<file path="config.mk">
export PLATFORM = sky130hd
export DESIGN_NAME = vram_arbiter
export DESIGN_NICKNAME = d
export VERILOG_FILES = /design/src/rtl/vram_pkg.sv /design/src/rtl/vram_tag_fifo.sv /design/src/rtl/vram_arbiter.sv
export SDC_FILE = /design/constraint.sdc
export NUM_CORES = 1
export LEC_CHECK = 0
export CAP_MARGIN = 25
export CORE_MARGIN = 4
export CORE_UTILIZATION = 30
export CTS_CLUSTER_DIAMETER = 150
export CTS_CLUSTER_SIZE = 20
export DETAILED_ROUTE_END_ITERATION = 16
export HOLD_SLACK_MARGIN = 0.12
export PLACE_DENSITY = 0.74
export SYNTH_ARGS = -nofsm -noshare
export SYNTH_HDL_FRONTEND = slang
export SYNTH_SLANG_ARGS = --single-unit
</file>
<file path="constraint.sdc">
create_clock -name clk -period 5.9 [get_ports clk]
set_input_delay 1.18 -clock clk [delete_from_list [all_inputs] [get_ports clk]]
set_output_delay 1.18 -clock clk [all_outputs]
set_load 0.02 [all_outputs]
</file>
<file path="src/rtl/vram_pkg.sv">
// Shared types for the VRAM arbiter: bus owner encoding and the read-tag values
// stored per outstanding read.
package vram_pkg;

    typedef enum logic [1:0] {
        IDLE = 2'd0,
        SCAN = 2'd1,
        CPU  = 2'd2
    } owner_t;

    localparam logic TAG_SCAN = 1'b0;
    localparam logic TAG_CPU  = 1'b1;

endpackage

</file>
<file path="src/rtl/vram_tag_fifo.sv">
// Small FIFO of 1-bit owner tags, one entry per read accepted by the VRAM
// controller and not yet returned.
module vram_tag_fifo #(
    parameter int DEPTH = 8
) (
    input  logic                         clk,
    input  logic                         rst_n,
    input  logic                         push,
    input  logic                         pop,
    input  logic                         din,
    output logic                         dout,
    output logic                         full,
    output logic                         empty,
    output logic [$clog2(DEPTH+1)-1:0]   count
);

    localparam int PTR_W = $clog2(DEPTH);
    localparam int CNT_W = $clog2(DEPTH + 1);

    logic [DEPTH-1:0] mem;
    logic [PTR_W-1:0] wr_ptr;
    logic [PTR_W-1:0] rd_ptr;
    logic [CNT_W-1:0] cnt;
    logic             do_push;
    logic             do_pop;

    // A pop in the same cycle frees the slot a push into a full FIFO needs.
    assign do_pop  = pop && !empty;
    assign do_push = push && (!full || do_pop);

    always_ff @(posedge clk or negedge rst_n) begin
        if (!rst_n) begin
            mem    <= '0;
            wr_ptr <= '0;
            rd_ptr <= '0;
            cnt    <= '0;
        end else begin
            if (do_push) begin
                mem[wr_ptr] <= din;
                wr_ptr      <= wr_ptr + PTR_W'(1);
            end
            if (do_pop) begin
                rd_ptr <= rd_ptr + PTR_W'(1);
            end
            case ({do_push, do_pop})
                2'b10:   cnt <= cnt + CNT_W'(1);
                2'b01:   cnt <= cnt - CNT_W'(1);
                default: cnt <= cnt;
            endcase
        end
    end

    assign dout  = mem[rd_ptr];
    assign full  = (cnt == CNT_W'(DEPTH));
    assign empty = (cnt == '0);
    assign count = cnt;

endmodule

</file>
<file path="src/rtl/vram_arbiter.sv">
// Two-requester arbiter (VGA scanout, CPU) in front of a pipelined Avalon-MM
// SDRAM controller; read data is steered back using a FIFO of owner tags.
module vram_arbiter
    import vram_pkg::*;
#(
    parameter int ADDR_W     = 24,
    parameter int STARVE_MAX = 16,
    parameter int PEND_DEPTH = 8
) (
    input  logic                              clk,
    input  logic                              rst_n,
    input  logic [ADDR_W-1:0]                 scan_address,
    input  logic                              scan_read,
    output logic                              scan_waitrequest,
    output logic [15:0]                       scan_readdata,
    output logic                              scan_readdatavalid,
    input  logic [ADDR_W-1:0]                 cpu_address,
    input  logic                              cpu_read,
    input  logic                              cpu_write,
    input  logic [15:0]                       cpu_writedata,
    input  logic [1:0]                        cpu_byteenable,
    output logic                              cpu_waitrequest,
    output logic [15:0]                       cpu_readdata,
    output logic                              cpu_readdatavalid,
    output logic [ADDR_W-1:0]                 vram_address,
    output logic                              vram_read,
    output logic                              vram_write,
    output logic [15:0]                       vram_writedata,
    output logic [1:0]                        vram_byteenable,
    input  logic                              vram_waitrequest,
    input  logic [15:0]                       vram_readdata,
    input  logic                              vram_readdatavalid,
    output logic                              err_orphan,
    output owner_t                            dbg_state,
    output logic [$clog2(STARVE_MAX+1)-1:0]   dbg_starve_cnt,
    output logic [$clog2(PEND_DEPTH+1)-1:0]   dbg_pend_count
);

    localparam int SC_W = $clog2(STARVE_MAX + 1);

    owner_t          state;
    owner_t          state_nxt;
    logic [SC_W-1:0] starve_cnt;
    logic            err_q;
    logic            grant_scan;
    logic            grant_cpu;
    logic            accept;
    logic            read_ok;
    logic            scan_elig;
    logic            cpu_elig;
    logic            cpu_pending;
    logic            cpu_starved;
    logic            fifo_full;
    logic            fifo_empty;
    logic            fifo_dout;
    logic            push;
    logic            pop;

    // Handshake: a command moves when (vram_read|vram_write) && !vram_waitrequest;
    // a requester sees waitrequest low only in that cycle, and read data is
    // qualified by readdatavalid alone, with no back-pressure.
    assign pop         = rst_n && vram_readdatavalid && !fifo_empty;
    assign read_ok     = !fifo_full || pop;
    assign cpu_pending = cpu_read || cpu_write;
    assign scan_elig   = scan_read && read_ok;
    assign cpu_elig    = cpu_write || (cpu_read && read_ok);
    assign cpu_starved = (starve_cnt == SC_W'(STARVE_MAX));

    always_comb begin
        grant_scan = 1'b0;
        grant_cpu  = 1'b0;
        state_nxt  = IDLE;
        if (rst_n) begin
            unique case (state)
                SCAN: grant_scan = scan_read;
                CPU:  grant_cpu  = cpu_pending;
                default: begin
                    if (scan_elig && !(cpu_elig && cpu_starved)) begin
                        grant_scan = 1'b1;
                    end else if (cpu_elig) begin
                        grant_cpu = 1'b1;
                    end
                end
            endcase
        end
        // Read+write from the CPU is issued as a write only.
        vram_read  = grant_scan || (grant_cpu && !cpu_write);
        vram_write = grant_cpu && cpu_write;
        accept     = (vram_read || vram_write) && !vram_waitrequest;
        if (grant_scan && !accept) begin
            state_nxt = SCAN;
        end else if (grant_cpu && !accept) begin
            state_nxt = CPU;
        end
    end

    assign vram_address    = grant_cpu ? cpu_address : scan_address;
    assign vram_writedata  = cpu_writedata;
    assign vram_byteenable = grant_cpu ? cpu_byteenable : 2'b11;

    assign scan_waitrequest = !(grant_scan && accept);
    assign cpu_waitrequest  = !(grant_cpu && accept);

    assign push = accept && vram_read;

    vram_tag_fifo #(
        .DEPTH (PEND_DEPTH)
    ) u_tag_fifo (
        .clk   (clk),
        .rst_n (rst_n),
        .push  (push),
        .pop   (pop),
        .din   (grant_cpu ? TAG_CPU : TAG_SCAN),
        .dout  (fifo_dout),
        .full  (fifo_full),
        .empty (fifo_empty),
        .count (dbg_pend_count)
    );

    assign scan_readdata      = vram_readdata;
    assign cpu_readdata       = vram_readdata;
    assign scan_readdatavalid = pop && (fifo_dout == TAG_SCAN);
    assign cpu_readdatavalid  = pop && (fifo_dout == TAG_CPU);

    always_ff @(posedge clk or negedge rst_n) begin
        if (!rst_n) begin
            state      <= IDLE;
            starve_cnt <= '0;
            err_q      <= 1'b0;
        end else begin
            state <= state_nxt;
            if (!cpu_pending || (grant_cpu && accept)) begin
                starve_cnt <= '0;
            end else if (!cpu_starved) begin
                starve_cnt <= starve_cnt + SC_W'(1);
            end
            if (vram_readdatavalid && fifo_empty) begin
                err_q <= 1'b1;
            end
        end
    end

    assign err_orphan     = err_q;
    assign dbg_state      = state;
    assign dbg_starve_cnt = starve_cnt;

endmodule
</file>
Word level (Yosys, flattened, before mapping)
Index checks and enable logic that the tools add are counted.
{"block": "totals", "ff_bits": 26, "in_bits": 89, "out_inout_bits": 92, "elab_cells": 81}
{"block": "classes", "add_sub_neg": 5, "n_lt_le_gt_ge": 3, "eq_ne": 7, "muxes": 20, "bitwise": 1, "n_reduce_logical": 38}
{"op": "24-bit 2-to-1 mux", "count": 1}
{"op": "1-bit logical AND", "count": 20}
{"op": "5-bit 2-to-1 mux", "count": 2}
{"op": "1-bit logical NOT", "count": 9}
{"op": "8-bit bitwise mux", "count": 1}
{"op": "3-bit by 4-bit < comparator with 1-bit output, second input constant", "count": 2}
{"op": "1-bit 2-to-1 mux", "count": 8}
{"op": "4-bit one-hot mux with 2 select lines", "count": 1}
{"op": "1-bit logical OR", "count": 7}
{"op": "3-bit by 1-bit adder with 3-bit output, second input constant", "count": 2}
{"op": "2-bit 2-to-1 mux", "count": 3}
{"op": "5-bit by 1-bit adder with 5-bit output, second input constant", "count": 1}
{"op": "5-bit == test, second input constant", "count": 1}
{"op": "4-bit by 1-bit adder with 4-bit output, second input constant", "count": 1}
{"op": "2-bit by 1-bit == test with 1-bit output, second input constant", "count": 2}
{"op": "2-bit == test, second input constant", "count": 2}
{"op": "4-bit == test, second input constant", "count": 1}
{"op": "4-bit logical NOT", "count": 1}
{"op": "1-bit one-hot mux with 2 select lines", "count": 2}
{"op": "4-bit by 1-bit subtractor with 4-bit output, second input constant", "count": 1}
{"op": "1-bit binary-select mux with 3-bit select", "count": 1}
{"op": "1-bit demux with 3-bit select", "count": 1}
{"op": "3-bit by 1-bit greater-or-equal comparator with 1-bit output, second input constant", "count": 1}
{"op": "2-bit by 1-bit inequality test with 1-bit output, second input constant", "count": 1}
{"op": "2 further kinds", "count": 2}

Depth between registers and ports, before layout
{"block": "logic_depth", "ltp_word": 20, "mapped_depth": 14, "ltp_nobuf": 13}

By module
A second synthesis with hierarchy kept.
{"block": "unflattened", "hier_cells": 230, "hier_area_um2": 2434.8}
{"mod": "vram_arbiter", "n_inst": 1, "cells_each": 141, "area_each_um2": 1356.3, "seq_area_each_um2": 200.2}
{"mod": "vram_tag_fifo", "n_inst": 1, "cells_each": 89, "area_each_um2": 1078.5, "seq_area_each_um2": 450.4}

Least setup slack after synthesis
Ideal clock, no wire load.
{"block": "synth_timing", "kind": "input-to-output", "from": "input vram_readdatavalid", "to": "output vram_address[15]", "t_arrival_ns": 2.580, "required_time_ns": 4.720, "setup_slack_ns": 2.140, "path_stages": 6, "n_path_buf": 1, "cell_sequence": "nand2_1 -> nand3_2 -> o21ai_1 -> a221oi_4 -> buf_6 -> mux2_1"}
{"block": "synth_via", "elab_chain_len": 12, "elab_cells_between_ends": 14, "classes_between": "5 x mux; 9 x reduce/logical"}
{"item": "start, declared", "line": "vram_arbiter.sv:32", "source": "input logic vram_readdatavalid,"}
{"item": "1-bit logical AND * (2 in a row)", "line": "vram_arbiter.sv:62", "source": "assign pop = rst_n && vram_readdatavalid && !fifo_empty;"}
{"item": "1-bit logical OR *", "line": "vram_arbiter.sv:63", "source": "assign read_ok = !fifo_full || pop;"}
{"item": "1-bit logical AND", "line": "vram_arbiter.sv:66", "source": "assign cpu_elig = cpu_write || (cpu_read && read_ok);"}
{"item": "1-bit logical OR", "line": "vram_arbiter.sv:66"}
{"item": "1-bit logical AND", "line": "vram_arbiter.sv:78", "source": "if (scan_elig && !(cpu_elig && cpu_starved)) begin"}
{"item": "1-bit logical NOT", "line": "vram_arbiter.sv:78"}
{"item": "1-bit logical AND", "line": "vram_arbiter.sv:78"}
{"item": "1-bit 2-to-1 mux *", "line": "vram_arbiter.sv:78"}
{"item": "1-bit one-hot mux with 2 select lines *", "line": "vram_arbiter.sv:74", "source": "unique case (state)"}
{"item": "1-bit 2-to-1 mux *", "line": "vram_arbiter.sv:73", "source": "if (rst_n) begin"}
{"item": "24-bit 2-to-1 mux *", "line": "vram_arbiter.sv:97", "source": "assign vram_address = grant_cpu ? cpu_address : scan_address;"}
{"item": "end, declared", "line": "vram_arbiter.sv:25", "source": "output logic [ADDR_W-1:0] vram_address,"}
Mark *: on every way between the ends. The rest lies on a longest branch, timed or not.

Worst setup path after layout
{"block": "layout_timing", "from": "input rst_n", "to": "output vram_address[6]"}
{"block": "layout_via", "elab_chain_len": 12, "elab_cells_between_ends": 14, "classes_between": "5 x mux; 9 x reduce/logical"}
{"item": "start, declared", "line": "vram_arbiter.sv:11", "source": "input logic rst_n,"}
{"item": "1-bit logical AND (2 in a row)", "line": "vram_arbiter.sv:62"}
{"item": "1-bit logical OR", "line": "vram_arbiter.sv:63"}
{"item": "1-bit logical AND", "line": "vram_arbiter.sv:66"}
{"item": "1-bit logical OR", "line": "vram_arbiter.sv:66"}
{"item": "1-bit logical AND", "line": "vram_arbiter.sv:78"}
{"item": "1-bit logical NOT", "line": "vram_arbiter.sv:78"}
{"item": "1-bit logical AND", "line": "vram_arbiter.sv:78"}
{"item": "1-bit 2-to-1 mux", "line": "vram_arbiter.sv:78"}
{"item": "1-bit one-hot mux with 2 select lines", "line": "vram_arbiter.sv:74"}
{"item": "1-bit 2-to-1 mux *", "line": "vram_arbiter.sv:73"}
{"item": "24-bit 2-to-1 mux *", "line": "vram_arbiter.sv:97"}
Marks and branches as above.

==> out/qor.yml <==
sta:
  grt_setup_unrepaired: "no"
  fin_hold_ws_ns: 0.487
  final_min_period_over_clock_period_pct: 84.8
  worst_pin_slew_ns: 0.700
  slew_violations: 0
  fin_skew_ns: 0.00945
  final.min_clock_period_ns: 5.01
  final.setup.tns_ns: 0
  fmax_mhz: 200
  max_slew_margin_pct: 52.9
  setup_viol: 0
  hold_viol: 0
final_layout:
  drive_gt1_share_pct: 18.4
  final_area_um2: 3050
  layout.nets: 367
  area_growth_pct: 34.6
  antennaDiodeCount: 0
  post-route-util_pct: 41.8
  final_cell_mix: "clkdlybuf4s50_1 (100), mux2_2 (31), dfrtp_1 (26), ha_1 (9)"
  final_common_cell: "clkdlybuf4s50_1"
power:
  pwr-share-seq_pct: 36.9
  p_clk_share_pct: 11.0
  p_int_mw: 0.552
  combPwrFrac_pct: 52.1
  p_leak_nw: 1.22
  swShare_pct: 39.2
  p_per_area_nw_per_um2: 298
  p_switching_mw: 0.356
  vdd_drop_max_v: 0.000162
synthesis:
  yosysTopAreaCellShare_pct: 28.7
  yosysWarnings: 0
  avgSynthCellArea_um2: 10.6
  synth_edf_count: 0
  synth_area_leaders: "dfrtp_1 (29%), buf_4 (17%), mux2_2 (15%)"
  ys_dominant_reg_cell: "dfrtp_1"
  syn_inst: 214
  synth_area_leader_cell: "dfrtp_1"
  async_reset_ff_share_pct: 100
  synth_fp_nets: 312
  synth_seq_cells: 26
  synth_seq_area_share_pct: 28.7
  syn-cell-area_um2: 2270
  synth.distinct_cells: 43
cts:
  tritoncts: "built"
  clk_latency_ns: 0.27
  cts_buffer_depth: 2
  root_buffer: "clkbuf_8"
  numClockSinks: 26
  htree_levels: 1
  cts.reportedPaths.clkPinSlew_ns: 0.09
  post_cts_resized: 0
  cts_buffers: 3
  hold_buffers: 0
  cts_setup_buffers: 0
detailed_routing:
  detail_route.wl_per_cell_um: 14.9
  drt_wl_total_um: 5470
  vias: 1707
  wl_met1_um: 2180
  route.detailed.drc: 0
  highest_layer: "met4"
  drtAntennaViolNets: 0
  wl_met2_um: 2640
  via_per_inst: 4.66
  drt-pass1-iter-count: 4
  dr_wl_met3_um: 514
  drt_iter0_drc: 64
critical_path:
  crit_type: "in -> out"
  cp-end-kind: "output pin"
  critPathArrivalTime_ns: 3.83
  timing.rr.end: "u_tag_fifo.count[2]"
  r2r_slack_ns: 2.36
  cp-start-kind: "input port"
  r2r-start: "dbg_state[0]"
  worstRegToRegCells: 12
  cp_max_fo: 37
  cp.required_ns: 4.72
floorplanning:
  std_cell_rows: 31
  die_area_um2: 9010
  top_level_ports: 181
  fp.coreArea_um2: 7290
  start_util_pct: 31.1
  die_h_um: 94.9
  die_w_um: 94.9
placement:
  place_area_um2: 3010
  io_buffers: 100
  gp_congestion: 0.803
  hpwl_um: 4510
min_path:
  holdCritPathClass: "reg -> reg"
  hold_path_depth: 1
  hold_start: "err_orphan"
  min_to: "err_orphan"
global_route:
  grt_usage_pct: 12.2
  grt_antenna_before_repair: 0
  gr-total-overflow: 0
  grt_pass1_vias: 1846
  grt_max_degree: 38
  grt_pass1_wl_um: 8710
status:
  status: "complete, no violations"
run:
  drv_cap: 0
[worst max path at each step]
stage                             startpoint  slack [ns]                to
after CTS                              rst_n        0.84  vram_address[13]
after detailed placement               rst_n        0.86   vram_address[9]
after floorplan           vram_readdatavalid        2.14  vram_address[15]
after global routing                   rst_n        0.74  vram_address[11]
final                                  rst_n        0.89   vram_address[6]
after global placement                 rst_n        0.93  vram_address[16]
[critical path, cell delays in order]
cell and delay [ns]:
clkdlybuf4s50_1 0.51, buf_4 0.25, o21ai_0 0.28, a221oi_4 0.25, buf_4 0.40, mux2_2 0.39, clkdlybuf4s50_1 0.55
[power by group through the flow]
stage                     Clock, mW  Sequential [mW]  Combinational, mW
after floorplan                   0            0.343              0.320
after global placement            0            0.336              0.468
after CTS                     0.101            0.337              0.482
after detailed placement          0            0.339              0.480
after global routing          0.108            0.351              0.518
final                        0.0995            0.335              0.474
[cell families (layout without fill, tap and decap cells)]
| logic type | count (synthesis) | after routing | synth area share [%] |
|---|---|---|---|
| adders and majority gates | 9 | 9 | 4.97 |
| muxes | 39 | 39 | 20.3 |
| xor gates and xnor gates | 13 | 13 | 5.02 |
| AOI/OAI and AO/OA | 23 | 23 | 9.88 |
| buffers and inverters | 61 | 114 | 19.5 |
| and+or+nand+nor | 43 | 43 | 11.7 |
| DFF | 26 | 26 | 28.7 |
[final cells by class]
cell class | count | area (um^2)
Inverter | 6 | 22.5
Clock buffer | 3 | 41.3
Sequential cell | 26 | 651
Timing Repair Buffer | 105 | 1040
Fill cell | 732 | 4240
Tap cell | 99 | 124
Multi-Input combinational cell | 127 | 1170
[flip-flops by register name, indices dropped and copies added, names as in the netlist]
| register | flops |
|---|---|
| dbg_starve_cnt | 5 |
| dbg_state | 2 |
| err_orphan | 1 |
| u_tag_fifo.count | 4 |
| u_tag_fifo.mem | 8 |
| u_tag_fifo.rd_ptr | 3 |
| u_tag_fifo.wr_ptr | 3 |
[through the flow]
stage / power [mW] / worst slack (ns) / instances
CTS: 0.919 / 0.837 / 366
detailed placement: 0.819 / 0.856 / 363
finish: 0.908 / 0.895 / 366
global placement: 0.804 / 0.927 / 363
floorplan: 0.663 / 2.14 / 214
global route: 0.977 / 0.743 / 366
[layer usage]
layer	track usage, %	vias up
li1	-	814
met2	20.1	84
met1	14.7	795
met5	0	-
met4	5.53	0
met3	3.51	14
[synth_stat cells (all sizes together), types with 3 or more instances]
cell,number
nor3,7
dfrtp,26
xor2,7
mux2,35
o21ai,3
and3b,3
xnor2,6
nor2,8
nand2,6
buf,55
inv,6
nand3,3
nand2b,4
o211ai,7
and2,3
ha,9
Note: power is estimated with default switching activity, not from simulation.
